<file path="src/rtl/dtc_walk_if.sv">
// dtc_walk_if: config, feature-in and class-out handshakes of the decision-tree walk engine.
interface dtc_walk_if #(
    parameter int N_FEAT  = 12,
    parameter int CLASS_W = 3,
    parameter int NODE_AW = 6,
    parameter int FIDX_W  = $clog2(N_FEAT),
    parameter int ENTRY_W = 1 + FIDX_W + 2 * NODE_AW + CLASS_W
);
    logic               cfg_we;
    logic [NODE_AW-1:0] cfg_addr;
    logic [ENTRY_W-1:0] cfg_wdata;
    logic               cfg_ready;
    logic               in_valid;
    logic               in_ready;
    logic [N_FEAT-1:0]  inp;
    logic               out_valid;
    logic               out_ready;
    logic [CLASS_W-1:0] outp;
    logic               out_err;

    modport master (
        output cfg_we, cfg_addr, cfg_wdata, in_valid, inp, out_ready,
        input  cfg_ready, in_ready, out_valid, outp, out_err
    );
    modport slave (
        input  cfg_we, cfg_addr, cfg_wdata, in_valid, inp, out_ready,
        output cfg_ready, in_ready, out_valid, outp, out_err
    );
endinterface

</file>
<file path="src/rtl/dtc_walk_engine.sv">
// dtc_walk_engine: programmable decision-tree classifier walking one node-table entry per clock.
module dtc_walk_engine #(
    parameter int N_FEAT    = 12,
    parameter int CLASS_W   = 3,
    parameter int NODE_AW   = 6,
    parameter int MAX_DEPTH = 16,
    parameter int ERR_CLASS = 0
) (
    input logic       clk,
    input logic       rst_n,
    dtc_walk_if.slave bus
);
    localparam int FIDX_W  = $clog2(N_FEAT);
    localparam int ENTRY_W = 1 + FIDX_W + 2 * NODE_AW + CLASS_W;
    localparam int DEPTH_W = $clog2(MAX_DEPTH + 1);

    typedef enum logic [1:0] {IDLE, WALK, DONE} state_t;
    state_t state, state_nx;

    logic [ENTRY_W-1:0] tbl [2**NODE_AW];
    logic [N_FEAT-1:0]  vec;
    logic [NODE_AW-1:0] cur;
    logic [DEPTH_W-1:0] depth;
    logic [CLASS_W-1:0] res;
    logic               err;
    logic               idle;

    // Entry layout {is_leaf, feat_idx, child1, child0, class}
    logic [ENTRY_W-1:0] e;
    logic               leaf, bad, lim, fin;
    logic [FIDX_W-1:0]  fidx;
    logic [NODE_AW-1:0] c1, c0;
    logic [CLASS_W-1:0] cls;
    assign e    = tbl[cur];
    assign leaf = e[ENTRY_W-1];
    assign fidx = e[ENTRY_W-2 -: FIDX_W];
    assign c1   = e[CLASS_W+NODE_AW +: NODE_AW];
    assign c0   = e[CLASS_W +: NODE_AW];
    assign cls  = e[CLASS_W-1:0];
    assign bad  = !leaf && (32'(fidx) >= N_FEAT);
    assign lim  = depth == DEPTH_W'(MAX_DEPTH - 1);
    assign fin  = leaf || bad || lim;

    always_ff @(posedge clk or negedge rst_n)
        if (!rst_n) state <= IDLE;
        else state <= state_nx;

    always_comb begin
        state_nx = state;
        case (state)
            IDLE:    state_nx = bus.in_valid ? WALK : IDLE;
            WALK:    state_nx = fin ? DONE : WALK;
            DONE:    state_nx = bus.out_ready ? IDLE : DONE;
            default: state_nx = IDLE;
        endcase
    end

    always_comb begin
        idle          = state == IDLE;
        bus.in_ready  = idle;
        bus.cfg_ready = idle;
        bus.out_valid = state == DONE;
        bus.outp      = res;
        bus.out_err   = err;
    end

    // A write and an accept in the same cycle both land; the walk reads the table from the next cycle on.
    always_ff @(posedge clk or negedge rst_n) begin
        if (!rst_n) begin
            for (int i = 0; i < 2**NODE_AW; i++) tbl[i] <= '0;
            vec   <= '0;
            cur   <= '0;
            depth <= '0;
            res   <= '0;
            err   <= 1'b0;
        end else begin
            if (bus.cfg_we && idle) tbl[bus.cfg_addr] <= bus.cfg_wdata;
            if (bus.in_valid && idle) begin
                vec   <= bus.inp;
                cur   <= '0;
                depth <= '0;
            end
            if (state == WALK) begin
                if (fin) begin
                    res <= leaf ? cls : CLASS_W'(ERR_CLASS);
                    err <= !leaf;
                end else begin
                    cur   <= vec[fidx] ? c1 : c0;
                    depth <= depth + 1'b1;
                end
            end
        end
    end
endmodule
</file>
<file path="src/flat_wrapper.sv">
// flat-port wrapper written by rule: the top's interface ports become plain ports
module dtc_walk_engine_flat 
#(
    parameter int N_FEAT    = 12,
    parameter int CLASS_W   = 3,
    parameter int NODE_AW   = 6,
    parameter int MAX_DEPTH = 16,
    parameter int ERR_CLASS = 0
)
  (clk, rst_n, bus_cfg_we, bus_cfg_addr, bus_cfg_wdata, bus_in_valid, bus_inp, bus_out_ready, bus_cfg_ready, bus_in_ready, bus_out_valid, bus_outp, bus_out_err);
  dtc_walk_if #(.N_FEAT(N_FEAT), .CLASS_W(CLASS_W), .NODE_AW(NODE_AW)) bus_i ();
  input logic clk;
  input logic rst_n;
  input wire logic [$bits(bus_i.cfg_we)-1:0] bus_cfg_we;
  input wire logic [$bits(bus_i.cfg_addr)-1:0] bus_cfg_addr;
  input wire logic [$bits(bus_i.cfg_wdata)-1:0] bus_cfg_wdata;
  input wire logic [$bits(bus_i.in_valid)-1:0] bus_in_valid;
  input wire logic [$bits(bus_i.inp)-1:0] bus_inp;
  input wire logic [$bits(bus_i.out_ready)-1:0] bus_out_ready;
  output wire logic [$bits(bus_i.cfg_ready)-1:0] bus_cfg_ready;
  output wire logic [$bits(bus_i.in_ready)-1:0] bus_in_ready;
  output wire logic [$bits(bus_i.out_valid)-1:0] bus_out_valid;
  output wire logic [$bits(bus_i.outp)-1:0] bus_outp;
  output wire logic [$bits(bus_i.out_err)-1:0] bus_out_err;
  assign bus_i.cfg_we = bus_cfg_we;
  assign bus_i.cfg_addr = bus_cfg_addr;
  assign bus_i.cfg_wdata = bus_cfg_wdata;
  assign bus_i.in_valid = bus_in_valid;
  assign bus_i.inp = bus_inp;
  assign bus_i.out_ready = bus_out_ready;
  assign bus_cfg_ready = bus_i.cfg_ready;
  assign bus_in_ready = bus_i.in_ready;
  assign bus_out_valid = bus_i.out_valid;
  assign bus_outp = bus_i.outp;
  assign bus_out_err = bus_i.out_err;
  dtc_walk_engine #(.N_FEAT(N_FEAT), .CLASS_W(CLASS_W), .NODE_AW(NODE_AW), .MAX_DEPTH(MAX_DEPTH), .ERR_CLASS(ERR_CLASS)) u_core (.clk(clk), .rst_n(rst_n), .bus(bus_i));
endmodule
</file>
<file path="config.mk">
export PLATFORM = sky130hd
export DESIGN_NAME = dtc_walk_engine_flat
export DESIGN_NICKNAME = d
export VERILOG_FILES = /design/src/rtl/dtc_walk_if.sv /design/src/rtl/dtc_walk_engine.sv /design/src/flat_wrapper.sv
export SDC_FILE = /design/constraint.sdc
export NUM_CORES = 2
export LEC_CHECK = 0
export CAP_MARGIN = 15
export CORE_MARGIN = 2
export CORE_UTILIZATION = 45
export DETAILED_ROUTE_END_ITERATION = 10
export PLACE_DENSITY = 0.58
export SYNTH_ARGS = -nofsm -noshare
export SYNTH_HDL_FRONTEND = slang
export SYNTH_SLANG_ARGS = --single-unit
</file>
<file path="constraint.sdc">
create_clock -name clk -period 7.6 [get_ports clk]
set_input_delay 0.76 -clock clk [delete_from_list [all_inputs] [get_ports clk]]
set_output_delay 0.76 -clock clk [all_outputs]
set_load 0.02 [all_outputs]
</file>
==> impl_metrics.tcl <==
set metrics [dict create \
    cp_cell_sequence "buf_12 > mux4_2 > a221oi_1 > o21ai_0 > a22o_1 > mux2i_1 > mux2i_1 > a31oi_2 > a21boi_1 > a2bb2oi_2" \
    power.total_mw 19.4 \
    hold_viol_final 2 \
    placedInstanceArea_sq_um 61300 \
    synth_top_area_share_pct 55.1 \
    avgViaCountPerCell 6.08 \
    top_cells_by_area_in_the_synthesized_netlist "dfrtp_1 (55%), mux2_2 (25%), mux4_2 (15%)" \
    drtAntennaViolNets 0 \
    worst_setup_hold_path_clk_slew_ps 60 \
    timing.critical_path.slowest_stage_cell "dfrtp_4" \
    place_inst 5156 \
    initial_utilization_pct 45.3 \
    critical_path.most_common_cell "mux2i_1" \
    yosys_warnings 0 \
    clock_sinks 1309 \
    totalNegativeSetupSlack_ps 0 \
    htreeDepth 4 \
    cp_max_fo 51 \
    finalSetupViolCount 0 \
    seqCellArea_sq_um 32800 \
    drv_slew 0 \
    synth.yosys.seq_area_share_pct 55.1 \
    die_area_sq_um 135000 \
    synth.cell_area_sq_um 59500 \
    worst-endpoint-arrival_ps 5470 \
    min_path_type "input port to asynchronous set/reset pin" \
    holdWs_ps -12.8 \
    syn_avg_cell_area_sq_um 16.3 \
    max_clock_freq_mhz 207 \
    first_pass_grt_wire_length_microns 245000 \
    violated_checks "negative hold slack" \
    p_sw_mw 5.52 \
    async_flop_share_pct 100 \
    cts_hold_buffers 0 \
    grt_antenna_before_repair 12 \
    synth_enable_flop_cells 0 \
    grt_setup_unrepaired "false" \
    critPathRequiredTime_ps 8230 \
    ys_dominant_reg_cell "dfrtp_1" \
    synth_top_cells_by_count "dfrtp_1 (1309), mux2_2 (1296), mux4_2 (398)" \
    max-cap-violations 0 \
    numCtsBuffers 142 \
    drtIter0Drc 2642 \
    flow.area_growth_from_synthesis_pct 11.2 \
    chipWidth_microns 368 \
    core.rowCount 133 \
    grt_start_max_net_pins 205 \
    pwr-share-seq_pct 43.4 \
    clock_tree_from_tritoncts "yes" \
    global_route.usage.total_pct 24.8 \
    outcome "finished, violations left" \
    post-place-ws_ps 2560 \
    finish.utilization_pct 50.4 \
    worst_path_class_setup "flop to flop" \
    synthesis.instances 3654 \
    yosysMostFrequentCell "dfrtp_1" \
    route.detailed.wl_per_inst_microns 30.4 \
    worst_r2r_path_depth 10 \
    route.vias.total 33000 \
    first_pass_iteration_count_of_the_detailed_router 5 \
    synth_top_cell_by_area "dfrtp_1" \
    floorplan.io_pins 50 \
    yosys_register_bits 1309 \
    gp_routability_congestion 0.903 \
    dieHeight_microns 368 \
    final_cell_area_sq_um 66100 \
    cts_max_path_buffers 3 \
    worst_pin_slew_ps 1260 \
    synth_fp_nets 3699 \
    share_comb_of_total_power_pct 20.6 \
    routed_wl_microns 165000 \
    layout.nets 3594 \
    finalClockSkew_ps 25.2 \
    overflow 0 \
    final_layout_size_suffix_gt1_share_pct 56.9 \
    critPathMaxStageDelay_ps 1080 \
    drc 0 \
    finalWorstPathRequiredPeriod_ps 4840 \
    fillerInstances 10800 \
    worstSetupEndpointType "flop" \
    synth_unique_cells 51 \
    cts_repair_resize_count 0 \
    cp-start-kind "flop" \
    insertion_delay_ps 770 \
    power.density_cell_area_nw_per_um2 293 \
    worst_ir_drop_vdd_mv 0.308 \
    final-instance-count-excl-fill 5422 \
    worst_slack_ps 2760 \
    internal_power_mw 13.9 \
    root_buffer "clkbuf_16" \
    post-route-period-util_pct 63.7 \
    grt_pass1_vias 35700 \
    sw_frac_of_total_pct 28.5 \
    power.static_leakage_nw 31.3 \
    p_clk_share_pct 36.0 \
    dpl.hpwl_microns 94100 \
    post-cts-setup-buffer-count 0 \
    multiInputGateArea_sq_um 25200 \
    port_buffers 49 \
    relSlewSlack_pct 15.4 \
    core_sq_um 131000 \
]
worst paths after layout:
check / start / to / slack [ps]
setup / recovery: u_core.cur[2] / u_core.cur[1] / 2760
min in group clk: bus_cfg_wdata[17] / u_core.tbl[537] / 480
setup reg to reg: u_core.cur[2] / u_core.cur[1] / 2760
hold reg to reg: u_core.bus.outp[0] / u_core.bus.outp[0] / 500
hold / removal: rst_n / u_core.tbl[594] / -10
max in group asynchronous: rst_n / u_core.tbl[762] / 5840
cells in the final DEF, fill, tap and decap left out, drive strengths merged, types with 9 or more instances in the layout:
cell / netlist / final
mux2i: 14 / 14
nor2: 37 / 37
buf: 134 / 103
nand2b: 9 / 9
o21ai: 12 / 12
clkdlybuf4s50: 0 / 28
mux2: 1297 / 1297
inv: 11 / 15
a22oi: 14 / 14
nand2: 77 / 77
clkinv: 0 / 26
mux4: 398 / 398
nand3: 15 / 15
clkbuf: 246 / 217
dfrtp: 1309 / 1309
nor2b: 11 / 11
critical path: cells and delay by family, from the launching register on:
family                 cells  cell delay (ps)
DFF                        1             1080
muxes                      3             1000
AOI/OAI and AO/OA          6             2030
buffers and inverters      1              490
sequential cells by signal (all words and copies together), names as in the netlist:
register,cells
u_core.state,2
u_core.depth,5
u_core.bus.outp,3
u_core.cur,6
u_core.vec,12
u_core.tbl,1280
u_core.bus.out_err,1
power groups by stage:
stage	clock network, mW	registers (mW)	logic (mW)
3_3_place_gp	0	8.50	3.87
3_5_place_dp	0	8.57	3.97
4_1_cts	7.13	8.44	3.98
2_1_floorplan	0	8.13	3.05
6_report	6.98	8.42	3.99
5_1_grt	7.42	8.50	4.26
metal layers:
| metal | up-vias | routed length (microns) | part of all wire, % | track usage, % |
|---|---|---|---|---|
| li1 | 13400 | - | - | - |
| met1 | 18400 | 72300 | 44 | 34.4 |
| met2 | 823 | 79200 | 48 | 40.1 |
| met3 | 294 | 8380 | 5.1 | 4.10 |
| met4 | 4 | 4790 | 2.9 | 7.69 |
| met5 | - | 30 | 0.018 | 0 |
cells by family (layout without fill, tap and decap cells):
logic type	Yosys count	count (layout)	share of synthesized area, %
simple gates	170	170	1.28
buf+inv	391	398	2.73
other cells	0	6	0
flops	1309	1309	55.1
fa+ha+maj	2	2	0.0421
compound gates	73	73	1.01
mux	1709	1709	39.9
layout make-up:
cell class	instances	share of cell area, %
timing repair buffer	131	1.81
clock buffer	217	6.46
multi-input combinational	1954	38.1
antenna	6	0.0227
tap	1755	3.32
inverter	11	0.0624
clock inverter	39	0.641
sequential	1309	49.5
Note: power is estimated with default switching activity, not from simulation.
